<file path="src/rtl/cpu_bus_cycle_ctrl.sv">
// cpu_bus_cycle_ctrl: 68030 bus-cycle controller. Samples ASn, decodes the
// latched address into block RAM / SDRAM / unmapped, sequences the target
// handshake and answers with DSACKn (port width) or BERRn (unmapped/timeout).
module cpu_bus_cycle_ctrl #(
    parameter logic [7:0]  BRAM_TOP       = 8'h10,
    parameter logic [7:0]  SDRAM_BASE     = 8'h01,
    parameter int unsigned TIMEOUT_CYCLES = 255
) (
    input  logic        clk,
    input  logic        reset_n,
    input  logic        ASn,
    input  logic [31:0] ADR_OUT,
    input  logic        RWn,
    input  logic        BRAM_ACK,
    input  logic        SDRAM_ACK,
    output logic        BRAM_SEL,
    output logic        SDRAM_REQ,
    output logic        SDRAM_WE,
    output logic [1:0]  DSACKn,
    output logic        BERRn,
    output logic [31:0] LAST_ERR_ADR
);

    localparam int unsigned    CW      = $clog2(TIMEOUT_CYCLES + 1);
    localparam logic [CW-1:0]  CNT_MAX = CW'(TIMEOUT_CYCLES);
    localparam logic [CW-1:0]  CNT_ONE = CW'(1);

    typedef enum logic [1:0] {
        S_IDLE,
        S_DECODE,
        S_WAIT,
        S_TERM
    } state_e;

    state_e        state_q, state_d;
    logic [31:0]   adr_q, adr_d;
    logic          rwn_q, rwn_d;
    logic [CW-1:0] cnt_q, cnt_d;
    logic          bram_sel_q, bram_sel_d;
    logic          sdram_req_q, sdram_req_d;
    logic          sdram_we_q, sdram_we_d;
    logic [1:0]    dsackn_q, dsackn_d;
    logic          berrn_q, berrn_d;
    logic [31:0]   last_err_q, last_err_d;

    logic          is_bram;
    logic          is_sdram;
    logic [CW-1:0] cnt_inc;

    // Address decode of the latched cycle address and saturating counter increment.
    always_comb begin
        is_bram  = (adr_q[31:24] == 8'h00) && (adr_q[23:16] < BRAM_TOP);
        is_sdram = (adr_q[31:24] == SDRAM_BASE);
        cnt_inc  = (cnt_q == CNT_MAX) ? cnt_q : cnt_q + CNT_ONE;
    end

    // Next-state and registered-output computation for the bus-cycle FSM.
    always_comb begin
        state_d     = state_q;
        adr_d       = adr_q;
        rwn_d       = rwn_q;
        cnt_d       = cnt_q;
        bram_sel_d  = bram_sel_q;
        sdram_req_d = 1'b0;
        sdram_we_d  = 1'b0;
        dsackn_d    = dsackn_q;
        berrn_d     = berrn_q;
        last_err_d  = last_err_q;

        unique case (state_q)
            S_IDLE: begin
                if (!ASn) begin
                    adr_d   = ADR_OUT;
                    rwn_d   = RWn;
                    state_d = S_DECODE;
                end
            end
            S_DECODE: begin
                if (ASn) begin
                    bram_sel_d = 1'b0;
                    cnt_d      = '0;
                    state_d    = S_IDLE;
                end else if (is_bram) begin
                    bram_sel_d = 1'b1;
                    state_d    = S_WAIT;
                end else if (is_sdram) begin
                    sdram_req_d = 1'b1;
                    sdram_we_d  = ~rwn_q;
                    state_d     = S_WAIT;
                end else begin
                    berrn_d    = 1'b0;
                    last_err_d = adr_q;
                    state_d    = S_TERM;
                end
            end
            S_WAIT: begin
                if (ASn) begin
                    bram_sel_d = 1'b0;
                    cnt_d      = '0;
                    state_d    = S_IDLE;
                end else begin
                    cnt_d = cnt_inc;
                    // An ack in the timeout cycle takes priority over the error.
                    if (bram_sel_q && BRAM_ACK) begin
                        dsackn_d = 2'b00;
                        state_d  = S_TERM;
                    end else if (!bram_sel_q && SDRAM_ACK) begin
                        dsackn_d = 2'b01;
                        state_d  = S_TERM;
                    end else if (cnt_inc == CNT_MAX) begin
                        berrn_d    = 1'b0;
                        last_err_d = adr_q;
                        state_d    = S_TERM;
                    end
                end
            end
            S_TERM: begin
                if (ASn) begin
                    dsackn_d   = 2'b11;
                    berrn_d    = 1'b1;
                    bram_sel_d = 1'b0;
                    cnt_d      = '0;
                    state_d    = S_IDLE;
                end
            end
            default: state_d = S_IDLE;
        endcase
    end

    // State and output registers with asynchronous active-low reset.
    always_ff @(posedge clk or negedge reset_n) begin
        if (!reset_n) begin
            state_q     <= S_IDLE;
            adr_q       <= '0;
            rwn_q       <= 1'b1;
            cnt_q       <= '0;
            bram_sel_q  <= 1'b0;
            sdram_req_q <= 1'b0;
            sdram_we_q  <= 1'b0;
            dsackn_q    <= 2'b11;
            berrn_q     <= 1'b1;
            last_err_q  <= '0;
        end else begin
            state_q     <= state_d;
            adr_q       <= adr_d;
            rwn_q       <= rwn_d;
            cnt_q       <= cnt_d;
            bram_sel_q  <= bram_sel_d;
            sdram_req_q <= sdram_req_d;
            sdram_we_q  <= sdram_we_d;
            dsackn_q    <= dsackn_d;
            berrn_q     <= berrn_d;
            last_err_q  <= last_err_d;
        end
    end

    assign BRAM_SEL     = bram_sel_q;
    assign SDRAM_REQ    = sdram_req_q;
    assign SDRAM_WE     = sdram_we_q;
    assign DSACKn       = dsackn_q;
    assign BERRn        = berrn_q;
    assign LAST_ERR_ADR = last_err_q;

endmodule

</file>
<file path="config.mk">
export PLATFORM = sky130hd
export DESIGN_NAME = cpu_bus_cycle_ctrl
export DESIGN_NICKNAME = d
export VERILOG_FILES = /design/src/rtl/cpu_bus_cycle_ctrl.sv
export SDC_FILE = /design/constraint.sdc
export NUM_CORES = 1
export LEC_CHECK = 0
export BUFFER_PORTS_ARGS = -buffer_cell sky130_fd_sc_hd__buf_2
export CAP_MARGIN = 20
export CORE_ASPECT_RATIO = 2
export CORE_UTILIZATION = 50
export CTS_BUF_LIST = sky130_fd_sc_hd__clkbuf_8
export DETAILED_ROUTE_END_ITERATION = 6
export GPL_TIMING_DRIVEN = 1
export HOLD_SLACK_MARGIN = 0.02
export PLACE_DENSITY = 0.78
export SLEW_MARGIN = 10
export SYNTH_ARGS = -nofsm -noshare
export SYNTH_HDL_FRONTEND = slang
export SYNTH_SLANG_ARGS = --single-unit
</file>
<file path="constraint.sdc">
create_clock -name clk -period 2.6 [get_ports clk]
set_input_delay 0.52 -clock clk [delete_from_list [all_inputs] [get_ports clk]]
set_output_delay 0.52 -clock clk [all_outputs]
set_load 0.02 [all_outputs]
</file>
==> results.yml, run 1 <==
drt:
  drc: 0
  wl_met3_um: 548
  highest-signal-layer: "met4"
  num_vias: 3705
  wl_met1_mm: 4.178
  wirelength_mm: 11.48
  ant_nets: 0
  first_iter_violations: 198
  drtPass1Iterations: 5
  viasPerCell: 6.227
  wire_per_inst_um: 19.29
  wl_met2_mm: 6.287
clock_tree:
  cts_resized: 0
  postCtsHoldBufs: 0
  clk_path_buf_depth: 2
  root_buffer: "clkbuf_8"
  clk_latency_ps: 350
  postCtsSetupRepairBufs: 0
  cts_tree: "done"
  clk_pin_slew_ps: 80
  cts_num_sinks: 81
  numCtsBuffers: 9
  htreeDepth: 3
worst_setup_path:
  critPathRequiredTime_ps: 2840
  crit_family: "simple AND/OR/NAND/NOR gates"
  worstPathArrival_ps: 2670
  end_kind: "register"
  crit_type: "reg2reg"
  critPathBufInv: 1
  path_cells: "ha_1 -> nand3_2 -> or4_4 -> o211ai_4 -> and4_4 -> buf_12 -> o211ai_1"
  crit_path_max_incr_delay_ps: 530
  cpMaxStageDelayCell: "or4_4"
  critPathMaxFanout: 22
  cp-start-kind: "register"
layout:
  final_cells: 595
  syn_to_final_growth_pct: 15.02
  n_antenna_cell: 0
  drive_above_1_share: 0.3293
  final_nets: 529
timing:
  finalHoldViolCount: 0
  maxSlewViolCount: 0
  tightest_slew_ps: 778.8
  rsz0062_at_grt: "false"
  period_share: 0.9374
  final.setup.tns_ps: 0
  skew_ps: 10.98
  max_slew_margin: 0.4780
  fmax_ghz: 0.4103
  setup_viol: 0
  fin_crit_ps: 2437
  timing.final.ws_setup_ps: 162.9
min_path:
  hp-class: "in2async"
floorplanning:
  dieWidth_um: 68.25
  die_h_um: 134.5
  die_area_um2: 9180
  fp-row-count: 48
  core_um2: 8588
  initial_utilization: 0.5111
  io_pins: 76
yosys:
  synth_fp_nets: 464
  synthCells: 425
  yosysSeqAreaShare: 0.4629
  avgSynthCellArea_um2: 10.33
  synth_area_um2: 4389
  ys_warn_count: 0
  synthArstFlopShare: 1.000
  ys.flop_type: "dfrtp_1"
  synth-seq-cells: 81
  synth_edf_count: 0
  synth_cell_type_count: 56
global_routing:
  grt_antenna_before_repair: 0
  first_global_vias: 3612
  grtUsageTotal: 0.2709
  grt_overflow: 0
  grt_pass1_wl_mm: 18.26
  grt_max_degree: 48
place:
  dpl.cell_count: 579
  place_ws_ps: 201.0
  io_buffer_count: 75
  dp_hpwl_mm: 8.000
  place_congestion: 0.8909
power_and_ir_drop:
  combPwrFrac: 0.258
  vdd_ir_drop_max_v: 0.0004445
  p_clk_frac: 0.255
  switchingPower_w: 0.001196
  power_per_cell_area_nw_per_um2: 711.2
  swShare: 0.3331
  leakage_nw: 2.182
  p_int_w: 0.002394
  pwr-share-seq: 0.487
flow_run:
  maxCapViolations: 0
outcome:
  status: "finished, final reports clean"
## registers in the layout, indices dropped and copies added (netlist names)
register,flops
SDRAM_WE,1
BERRn,1
rwn_q,1
cnt_q,8
adr_q,32
state_q,2
SDRAM_REQ,1
DSACKn,2
LAST_ERR_ADR,32
BRAM_SEL,1
## through the flow
step | total power [W] | cell area [um2] | utilization | hold WS [ps]
2_1_floorplan | 0.002330 | 4389 | - | 224.4
5_1_grt | 0.003770 | 5049 | 0.5879 | 203.2
3_3_place_gp | 0.002657 | 4852 | 0.5650 | 474.5
4_1_cts | 0.003611 | 5049 | 0.5879 | 184.3
3_5_place_dp | 0.002701 | 4852 | 0.5650 | 484.1
6_report | 0.003591 | 5049 | 0.5879 | 174.6
## Yosys cell counts, drive strengths merged, types with 4 or more instances
| master | count | share of area |
|---|---|---|
| nand2 | 72 | 0.062 |
| nand4 | 34 | 0.048 |
| a211oi | 4 | 0.0091 |
| a21oi | 13 | 0.015 |
| nand3 | 6 | 0.0080 |
| o21ai | 11 | 0.013 |
| and3 | 5 | 0.0071 |
| buf | 18 | 0.037 |
| dfstp | 4 | 0.024 |
| clkbuf | 22 | 0.019 |
| dfrtp | 77 | 0.44 |
| o211ai | 31 | 0.087 |
| a31oi | 4 | 0.0057 |
| nor2 | 10 | 0.0086 |
| o32ai | 4 | 0.0080 |
| nor3 | 9 | 0.011 |
| inv | 8 | 0.0068 |
| mux2 | 32 | 0.082 |
| nor3b | 29 | 0.050 |
## power by group through the flow
stage	registers (W)	logic, W	clock network (W)
final	0.00175	0.000926	0.000916
after global routing	0.00178	0.00100	0.000991
after CTS	0.00174	0.000936	0.000930
after detailed placement	0.00177	0.000935	0
after global placement	0.00176	0.000900	0
after floorplan	0.00190	0.000430	0
## layer usage
layer,vias up,track usage
li1,1687,-
met1,1843,0.3240
met5,-,0
met4,0,0.1343
met2,141,0.4537
met3,34,0.04392
## cells by family (layout without fill, tap and decap cells)
| kind of cell | after synthesis | count (layout) | share of synthesized area |
|---|---|---|---|
| simple gates | 181 | 181 | 0.2229 |
| fa+ha+maj | 1 | 1 | 0.002850 |
| xor+xnor | 1 | 1 | 0.001996 |
| mux | 34 | 34 | 0.08666 |
| compound gates | 78 | 78 | 0.1593 |
| buf+inv | 49 | 119 | 0.06328 |
| flops | 81 | 81 | 0.4629 |
## cell type report
type | instances | area (um2)
fillers | 758 | 3540
multi-input cells | 295 | 2103
flip-flops and latches | 81 | 2032
repair buffers | 94 | 558.0
clock buffers | 10 | 137.6
well taps | 100 | 125.1
clock inverters | 6 | 58.81
inverters | 9 | 33.78
## worst register-to-register path: stages (launching register included)
cell	delay (ps)
dfrtp_1	500
ha_1	420
nand3_2	170
or4_4	530
o211ai_4	100
and4_4	290
buf_12	190
o211ai_1	120
## placed cells by master, fill, tap and decap left out, types with 6 or more instances in the layout
cell type and instances:
buf_4 17, dfrtp_1 77, mux2_2 11, nand2_1 71, inv_1 9, o21ai_0 8, nor2_1 10, nand4_1 34
nor3_1 6, nor3b_1 29, mux2_1 21, clkbuf_8 10, buf_2 74, o211ai_2 27, a21oi_1 13
## worst paths after layout
check	startpoint	to	slack, ps	cells past startpoint
min	reset_n	adr_q[19]	170	1
min reg2reg	adr_q[16]	LAST_ERR_ADR[16]	500	2
max in group asynchronous	reset_n	rwn_q	1750	2
max reg2reg	cnt_q[1]	LAST_ERR_ADR[31]	160	7
max	cnt_q[1]	LAST_ERR_ADR[31]	160	7
min in group clk	ADR_OUT[18]	adr_q[18]	380	2
Note: power is estimated with default switching activity, not from simulation.
==> run 2: changes to the inputs <==
==> constraint.sdc (replaced) <==
create_clock -name clk -period 3 [get_ports clk]
set_input_delay 0.6 -clock clk [delete_from_list [all_inputs] [get_ports clk]]
set_output_delay 0.6 -clock clk [all_outputs]
set_load 0.02 [all_outputs]
==> results.yml, run 2 (synthesized netlist as in run 1, its figures left out) <==
drt:
  drc: 0
  wirelength_mm: 11.24
  first_iter_violations: 269
  viasPerCell: 6.244
  drtPass1Iterations: 5
  ant_nets: 0
  wire_per_inst_um: 19.08
  num_vias: 3678
worst_setup_path:
  reg2regPathDepth: 6
  critPathMaxFanout: 33
  cp-start-kind: "register"
  regToRegSetupSlack_ps: 330
  worstPathArrival_ps: 2890
  r2r_end: "LAST_ERR_ADR[31]"
  regToRegStartpoint: "cnt_q[0]"
  critPathRequiredTime_ps: 3220
  crit_type: "reg2reg"
  end_kind: "register"
timing:
  finalHoldViolCount: 0
  rsz0062_at_grt: "false"
  setup_viol: 0
  max_slew_margin: 0.4780
  tightest_slew_ps: 778.8
  timing.final.ws_setup_ps: 330.1
  period_share: 0.8900
  skew_ps: 7.429
  maxSlewViolCount: 0
  fmax_ghz: 0.3745
  final.setup.tns_ps: 0
  fin_crit_ps: 2670
clock_tree:
  cts_tree: "done"
  htreeDepth: 3
  clk_latency_ps: 360
  numCtsBuffers: 9
  cts_num_sinks: 81
  cts_resized: 0
  postCtsSetupRepairBufs: 0
  clk_pin_slew_ps: 80
  clk_path_buf_depth: 2
  postCtsHoldBufs: 0
  root_buffer: "clkbuf_8"
global_routing:
  grt_pass1_wl_mm: 18.29
  grt_max_degree: 82
  grt_overflow: 0
  first_global_vias: 3762
  grtUsageTotal: 0.2690
  grt_antenna_before_repair: 0
layout:
  final_cells: 589
  n_antenna_cell: 0
  syn_to_final_growth_pct: 13.71
  fin_area_um2: 4991
  drive_above_1_share: 0.3170
  final_nets: 523
  final_common_cell: "dfrtp_1"
  final_cell_mix: "dfrtp_1 (77), buf_2 (74), nand2_1 (71), nand4_1 (34), nor3b_1 (29)"
floorplanning:
  die_h_um: 134.5
  die_area_um2: 9180
  initial_utilization: 0.5111
  io_pins: 76
  dieWidth_um: 68.25
  fp-row-count: 48
  core_um2: 8588
flow_run:
  maxCapViolations: 0
outcome:
  status: "finished, final reports clean"
place:
  dpl.cell_count: 572
  io_buffer_count: 75
  dp_hpwl_mm: 7.647
  place_congestion: 0.9664
  place_ws_ps: 364.9
  place_area_um2: 4775
power_and_ir_drop:
  power_per_cell_area_nw_per_um2: 620.1
  vdd_ir_drop_max_v: 0.0004563
  leakage_nw: 2.164
min_path:
  hp-class: "in2async"
==> run 2: worst max-delay path by stage <==
stage,startpoint,to,slack (ps),depth (start not counted)
detailed placement,cnt_q[0],LAST_ERR_ADR[31],360,6
CTS,cnt_q[0],LAST_ERR_ADR[31],350,6
finish,cnt_q[0],LAST_ERR_ADR[31],330,6
global route,cnt_q[0],LAST_ERR_ADR[31],200,6
floorplan,cnt_q[1],LAST_ERR_ADR[10],840,9
global placement,cnt_q[0],LAST_ERR_ADR[31],490,6
==> run 2: per-layer routing <==
metal | vias to the layer above | part of all wire | GRT usage
li1 | 1669 | - | -
met4 | 0 | 0.053 | 0.1748
met1 | 1802 | 0.36 | 0.3096
met5 | - | 0 | 0
met3 | 52 | 0.052 | 0.05068
met2 | 155 | 0.54 | 0.4379
==> run 2: final cells by class <==
| class | instances | area [um2] |
|---|---|---|
| Timing Repair Buffer | 88 | 508.0 |
| Inverter | 9 | 33.78 |
| Multi-Input combinational cell | 295 | 2103 |
| Tap cell | 100 | 125.1 |
| Clock inverter | 6 | 51.30 |
| Sequential cell | 81 | 2032 |
| Clock buffer | 10 | 137.6 |
| Fill cell | 736 | 3597 |
==> run 2: per-stage QoR <==
step	hold slack [ps]	power, W	util
2_1_floorplan	304.4	0.002019	-
3_3_place_gp	475.7	0.002300	0.5559
3_5_place_dp	480.7	0.002338	0.5559
4_1_cts	443.7	0.003110	0.5779
5_1_grt	134.8	0.003253	0.5811
6_report	130.3	0.003095	0.5811
==> run 2: critical path, cell delays in order (launching register included) <==
cell	delay, ps
dfrtp_1	530
ha_1	420
nand3_2	180
or4_4	530
o211ai_4	90
and4_4	600
o211ai_1	170
==> run 2: where the power goes <==
part           internal, W  switching [W]  leakage, nW
registers          0.00134       0.000185        0.995
clock network     0.000396       0.000378        0.110
logic             0.000338       0.000462         1.06
total              0.00207        0.00103         2.16
